`src/rtl/freq_gate_pkg.sv`:
```
// freq_gate_pkg: shared FSM encoding and default sizing for the gated edge counter
package freq_gate_pkg;
    typedef enum logic [1:0] {IDLE = 2'd0, GATE = 2'd1, HOLD = 2'd2} state_t;
    localparam int unsigned GATE_CYCLES_DEF = 20000000;
    localparam int CNT_W_DEF = 32;
endpackage

```
`src/rtl/sig_edge_sync.sv`:
```
// sig_edge_sync: synchronises an async input and emits a one-cycle rising-edge pulse
module sig_edge_sync #(
    parameter int SYNC_STAGES = 2
) (
    input  logic clk,
    input  logic rst,
    input  logic sig,
    output logic rise
);
    logic [SYNC_STAGES-1:0] sync;
    logic dly;
    // shift the async input through the synchroniser, then one extra delay flop
    always_ff @(posedge clk or posedge rst) begin
        if (rst) begin
            sync <= '0;
            dly  <= 1'b0;
        end else begin
            sync <= {sync[SYNC_STAGES-2:0], sig};
            dly  <= sync[SYNC_STAGES-1];
        end
    end
    assign rise = sync[SYNC_STAGES-1] & ~dly;
endmodule

```
`src/rtl/freq_gate_counter.sv`:
```
// freq_gate_counter: counts SIG_IN rising edges over a fixed gate; optional saturation/OVF via FREQ_GATE_OVF_EN
module freq_gate_counter
    import freq_gate_pkg::*;
#(
    parameter int unsigned GATE_CYCLES = GATE_CYCLES_DEF,
    parameter int CNT_W = CNT_W_DEF,
    parameter int SYNC_STAGES = 2
) (
    input  logic             clk,
    input  logic             rst,
    input  logic             sig_in,
    input  logic             start,
    output logic             busy,
    output logic [CNT_W-1:0] result,
    output logic             result_valid,
    input  logic             result_ready
`ifdef FREQ_GATE_OVF_EN
    ,
    output logic             ovf
`endif
);
    localparam int TW = $clog2(GATE_CYCLES) + 1;
    localparam logic [TW-1:0] LOAD = TW'(GATE_CYCLES - 1);
    state_t state;
    logic [TW-1:0] timer;
    logic [CNT_W-1:0] cnt, cnt_next;
    logic rise;
    sig_edge_sync #(.SYNC_STAGES(SYNC_STAGES)) u_sync (
        .clk (clk),
        .rst (rst),
        .sig (sig_in),
        .rise(rise)
    );
`ifdef FREQ_GATE_OVF_EN
    logic sat;
    assign sat      = &cnt;
    assign cnt_next = cnt + CNT_W'(rise & ~sat);
    // flag edges that arrive while the counter is pinned at its maximum
    always_ff @(posedge clk or posedge rst) begin
        if (rst)
            ovf <= 1'b0;
        else if (state == IDLE && start)
            ovf <= 1'b0;
        else if (state == GATE && rise && sat)
            ovf <= 1'b1;
    end
`else
    assign cnt_next = cnt + CNT_W'(rise);
`endif
    // measurement FSM: arm on START, count through the gate, hold result until accepted
    always_ff @(posedge clk or posedge rst) begin
        if (rst) begin
            state  <= IDLE;
            timer  <= '0;
            cnt    <= '0;
            result <= '0;
        end else begin
            case (state)
                IDLE: if (start) begin
                    state <= GATE;
                    timer <= LOAD;
                    cnt   <= '0;
                end
                GATE: begin
                    cnt <= cnt_next;
                    if (timer == '0) begin
                        result <= cnt_next;
                        state  <= HOLD;
                    end else
                        timer <= timer - TW'(1);
                end
                HOLD: if (result_ready) state <= IDLE;
                default: state <= IDLE;
            endcase
        end
    end
    assign busy         = state != IDLE;
    assign result_valid = state == HOLD;
endmodule

```
`config.mk`:
```
export PLATFORM = sky130hd
export DESIGN_NAME = freq_gate_counter
export DESIGN_NICKNAME = d
export VERILOG_FILES = /design/src/rtl/freq_gate_pkg.sv /design/src/rtl/sig_edge_sync.sv /design/src/rtl/freq_gate_counter.sv
export SDC_FILE = /design/constraint.sdc
export NUM_CORES = 1
export LEC_CHECK = 0
export BUFFER_PORTS_ARGS = -buffer_cell sky130_fd_sc_hd__clkbuf_2
export CAP_MARGIN = 20
export CORE_MARGIN = 2
export CORE_UTILIZATION = 64
export CTS_CLUSTER_SIZE = 16
export DETAILED_ROUTE_END_ITERATION = 10
export GPL_TIMING_DRIVEN = 1
export PLACE_DENSITY = 0.84
export SLEW_MARGIN = 0
export SYNTH_ARGS = -nofsm -noshare
export SYNTH_HDL_FRONTEND = slang
export SYNTH_SLANG_ARGS = --single-unit
```
`constraint.sdc`:
```
create_clock -name clk -period 5.54 [get_ports clk]
set_clock_uncertainty 0.1 [all_clocks]
set_input_delay 0 -clock clk [delete_from_list [all_inputs] [get_ports clk]]
set_output_delay 0 -clock clk [all_outputs]
set_load 0.01 [all_outputs]
```
# Yosys cells after proc, flatten, opt, wreduce, memory -nomap -nowiden
# Cells that the tools add are included.
word_totals:
  reg_bits: 95
  inputBits: 5
  output_inout_bits: 34
  word_cells: 33
op_classes:
  n_addsub: 2
  n_eq_ne: 6
  muxes: 9
  n_bitwise: 2
  reduce_logical: 8
ops:
  columns: ["op", "n"]
  rows:
  - ["32-bit case mux with 2 select lines", 1]
  - ["26-bit 2-to-1 mux", 2]
  - ["26-bit case mux with 2 select lines", 1]
  - ["32-bit by 1-bit adder with 32-bit output", 1]
  - ["32-bit 2-to-1 mux", 1]
  - ["26-bit zero test", 1]
  - ["26-bit by 1-bit subtractor with 26-bit output (second input constant)", 1]
  - ["2-bit 2-to-1 mux", 3]
  - ["2-bit inequality test (second input constant)", 3]
  - ["2-bit case mux with 3 select lines", 1]
  - ["3-bit AND reduction", 2]
  - ["2-bit AND reduction", 2]
  - ["2-bit nonzero test", 2]
  - ["2-bit by 1-bit equality test with 1-bit output (second input constant)", 1]
  - ["2-bit equality test (second input constant)", 1]
  - ["2-bit zero test", 1]
  - ["2-bit by 1-bit inequality test with 1-bit output (second input constant)", 1]
  - ["1-bit bitwise AND", 1]
  - ["1-bit inverter", 1]

# Longest topological paths before layout
logic_depth:
  word_depth: 4
  ltp_mapped: 10

# Cells and area by module
# Synthesis repeated with hierarchy kept, for this count alone.
unflattened:
  cells_unflattened: 516
  hier_area_um2: 4845.9
modules_own_cells:
  columns: ["mod", "instances", "cells_each", "area_each_um2", "seq_area_each_um2"]
  rows:
  - ["freq_gate_counter", 1, 511, 4753.3, 2302.2]
  - ["sig_edge_sync", 1, 5, 92.6, 75.1]

# Least setup slack after synthesis
# No wires, ideal clock.
synth_timing:
  path_type: "flip-flop to flip-flop"
  from: "register timer[0]"
  to: "register timer[13]"
  t_arrival_ps: 2057
  t_required_ps: 5311
  slack_ps: 3253
  stages_incl_launch_ff: 9
  synth_period_minus_slack_ps: 2287
  path_cell_list: "dfrtp_1 -> inv_1 -> ha_1 -> nor3b_1 -> nand4_4 -> or4b_1 -> buf_2 -> a21oi_1 -> o21ai_0"
synth_via:
  elab_chain_len: 3
synth_rtl:
  columns: ["element", "line_no", "text"]
  rows:
  - ["start: declaration", "freq_gate_counter.sv:25", "logic [TW-1:0] timer;"]
  - ["start signal: assignment", "freq_gate_counter.sv:70", "timer <= timer - TW'(1);"]
  - ["26-bit by 1-bit subtractor with 26-bit output or 26-bit zero test (tied branches)", "freq_gate_counter.sv:70, freq_gate_counter.sv:66", null]
  - ["26-bit 2-to-1 mux or 2-bit inequality test (tied branches)", null, null]
  - ["26-bit case mux with 2 select lines or 3-bit AND reduction (tied branches)", null, null]
# Several ways; a longest one is shown, not always the timed one. The select of a mux whose other input is x is not followed.
# A chain may end at the register's enable or synchronous reset.

# Worst setup path after layout
layout_timing:
  from: "register timer[18]"
  to: "register timer[5]"
layout_via:
  elab_chain_len: 3
layout_rtl:
  columns: ["element", "line_no", "text"]
  rows:
  - ["26-bit zero test", "freq_gate_counter.sv:66", "if (timer == '0) begin"]
  - ["2-bit inequality test (no line)", null, null]
  - ["3-bit AND reduction (no line)", null, null]
# No other way between the ends.

==> impl_metrics.ini <==
[grt]
grt_pass1_vias = 3868
grt_max_degree = 65
grt_use_total_pct = 28.1
antenna_found_initial = 0
grt_pass1_wl_um = 18800
gr-total-overflow = 0

[drt]
drt_iter0_drc = 354
dr_wl_met3_um = 551
vias = 4085
vias_per_cell = 6.22
drtPass1Iterations = 6
route.met2.wl_um = 4920
drc = 0
dr.max_layer_used = met4
met1Wirelength_um = 5250
postRouteAntennaNets = 0
wl_per_cell_um = 16.6
wl_um = 10900

[worst_setup_path]
start_kind = register
reg2reg_to = timer[5]
r2r_cells = 6
cp_data_required_time_ns = 5.68
ff2ff_setup_slack_ns = 2.71
path_class = register to register
crit_arrival_ns = 2.97
rr_startpoint = timer[18]
cp_max_fo = 15
end_kind = register

[yosys]
syn-instance-count = 522
yosys-top-cells-count = 95 x dfrtp_1, 80 x nand2_1, 79 x o21ai_0, 22 x a21oi_1, 21 x xnor2_1
synth_edf_count = 0
seq_area_frac_synth_pct = 49.2
avgSynthCellArea_um2 = 9.25
syn_area_um2 = 4830
post-synth-top-count-cell = dfrtp_1
ys_types = 47
synthTopCellsByArea = dfrtp_1 49%, o21ai_0 8.2%, nand2_1 6.2%, xnor2_1 3.8%, or3_1 2.6%
async_reset_ff_share_pct = 100
ys_seq_elements = 95
syn-num-nets = 530
ys.flop_type = dfrtp_1
synth_top_area_share_pct = 49.2
yosysTopAreaCell = dfrtp_1
yosys_warnings = 0

[timing]
max_slew_margin_pct = 37.6
fin_crit_sh_pct = 51.0
finalHoldViolations = 0
worst_slack_ns = 2.71
setup_viol = 0
worst_pin_slew_ns = 0.936
finalSetupTns_ns = 0
min_period_ns = 2.83
rsz0062_at_grt = no
max_freq_mhz = 354
drv_slew = 0

[die]
boundaryPins = 39
rows = 31
die_h_um = 90.8
core_area_um2 = 7290
start_util_pct = 66.2
dieArea_um2 = 8250
fp.dieW_um = 90.8

[cells_and_area]
fin_cells = 657
finalInstanceArea_um2 = 5290
nNetsFinal = 562
fillers = 566
antenna_cells = 0
drive_above_1_share_pct = 13.8
area_growth_pct = 9.62

[clock_tree]
clockBufferDepth = 2
path_clk_slew_ns = 0.09
cts_setup_buffers = 0
cts_made_buffers = 9
cts_htree_levels = 3
clk_latency_ns = 0.37
root_buffer = clkbuf_8
cts_tree = yes
cts.sinks = 95

[placement]
place_ws_ns = 2.71
hpwlAfterDp_um = 7180
gp_congestion = 0.912
portBuffers = 38
dp_cells = 637
placed_cell_area_um2 = 5070

[power_and_ir_drop]
leakagePower_nw = 2.23
powerDensity_nw_per_um2 = 295
power.total_w = 0.00156
max-vdd-ir-drop_uv = 193

[run]
maxCapViolCount = 0

[run_status]
status = completed

[hold_path]
hp-class = input port to async pin
## routing by layer
metal | up-vias | global-route usage, %
met5 | - | 0
met1 | 1982 | 42.1
li1 | 1944 | -
met4 | 0 | 10.9
met2 | 140 | 42.0
met3 | 19 | 3.76
## placed cells by master, fill, tap and decap left out, drive strengths merged, types with 3 or more instances in the layout
master       Yosys  final
clkinvlp         0      4
xnor2           21     21
a22o             3      3
and3            14     14
o31ai           12     12
nand4           18     18
or3             23     23
inv             12     11
xor2            10     10
nor2            15     15
buf             10      6
nand3           17     17
ha               3      3
and4             4      4
dlygate4sd3      0      3
dfrtp           95     95
a21oi           22     22
o21ai           81     81
nand2b           5      5
nor3             5      5
or4             13     13
and2             4      4
nor4            14     14
nand2           80     80
a31oi            6      6
clkbuf          16     48
## how the worst max path moves through the flow
stage,cells after the start,slack [ns],from,endpoint
global placement,8,2.89,timer[0],timer[5]
finish,6,2.71,timer[18],timer[5]
global route,8,2.48,timer[0],timer[5]
CTS,7,2.70,timer[0],timer[15]
detailed placement,7,2.71,timer[0],timer[15]
floorplan,1,2.96,rst,cnt[0]
## power breakdown
part | switching (W) | total (W) | internal, W
clock | 0.000245 | 0.000417 | 0.000172
combinational | 0.000123 | 0.000237 | 0.000114
sequential | 0.000125 | 0.000905 | 0.000780
## cell families after synthesis
| family | count (synthesis) | share of synthesized area, % |
|---|---|---|
| and+or+nand+nor | 221 | 25.6 |
| AOI/OAI and AO/OA | 133 | 15.4 |
| DFF | 95 | 49.2 |
| buffers and inverters | 38 | 3.19 |
| xor gates and xnor gates | 31 | 5.62 |
| adders and majority gates | 3 | 0.778 |
| muxes | 1 | 0.207 |
## flip-flops by register name, indices dropped and copies added (netlist names)
name         count
result          32
state            2
u_sync.dly       1
timer           26
u_sync.sync      2
cnt             32
## layout make-up
| class | instances | area (um2) | area share [%] |
|---|---|---|---|
| clock inverter | 5 | 35.0 | 0.662 |
| clock buffer | 10 | 138 | 2.60 |
| multi-input combinational | 389 | 2300 | 43.4 |
| tap | 99 | 124 | 2.34 |
| timing repair buffer | 47 | 273 | 5.15 |
| inverter | 12 | 46.3 | 0.875 |
| sequential | 95 | 2380 | 44.9 |
## worst max-delay path: stages (launching register included)
cell and delay [ns]:
dfrtp_1 0.44, nor4_1 0.58, nand4_1 0.28, o21ai_1 0.58
buf_4 0.30, nor4_1 0.07, or3_1 0.36
## stage by stage
stage	utilization [%]	hold slack (ns)
final	72.6	0.0892
after global routing	72.6	0.151
after CTS	72.3	0.114
after detailed placement	69.5	-0.0459
after global placement	69.5	-0.0550
after floorplan	-	-0.0686
## repair_timing
item,in CTS,in global routing
resized for setup,0,0
hold buffers,3,0
hold endpoints to repair,33,0
Note: power is estimated with default switching activity, not from simulation.
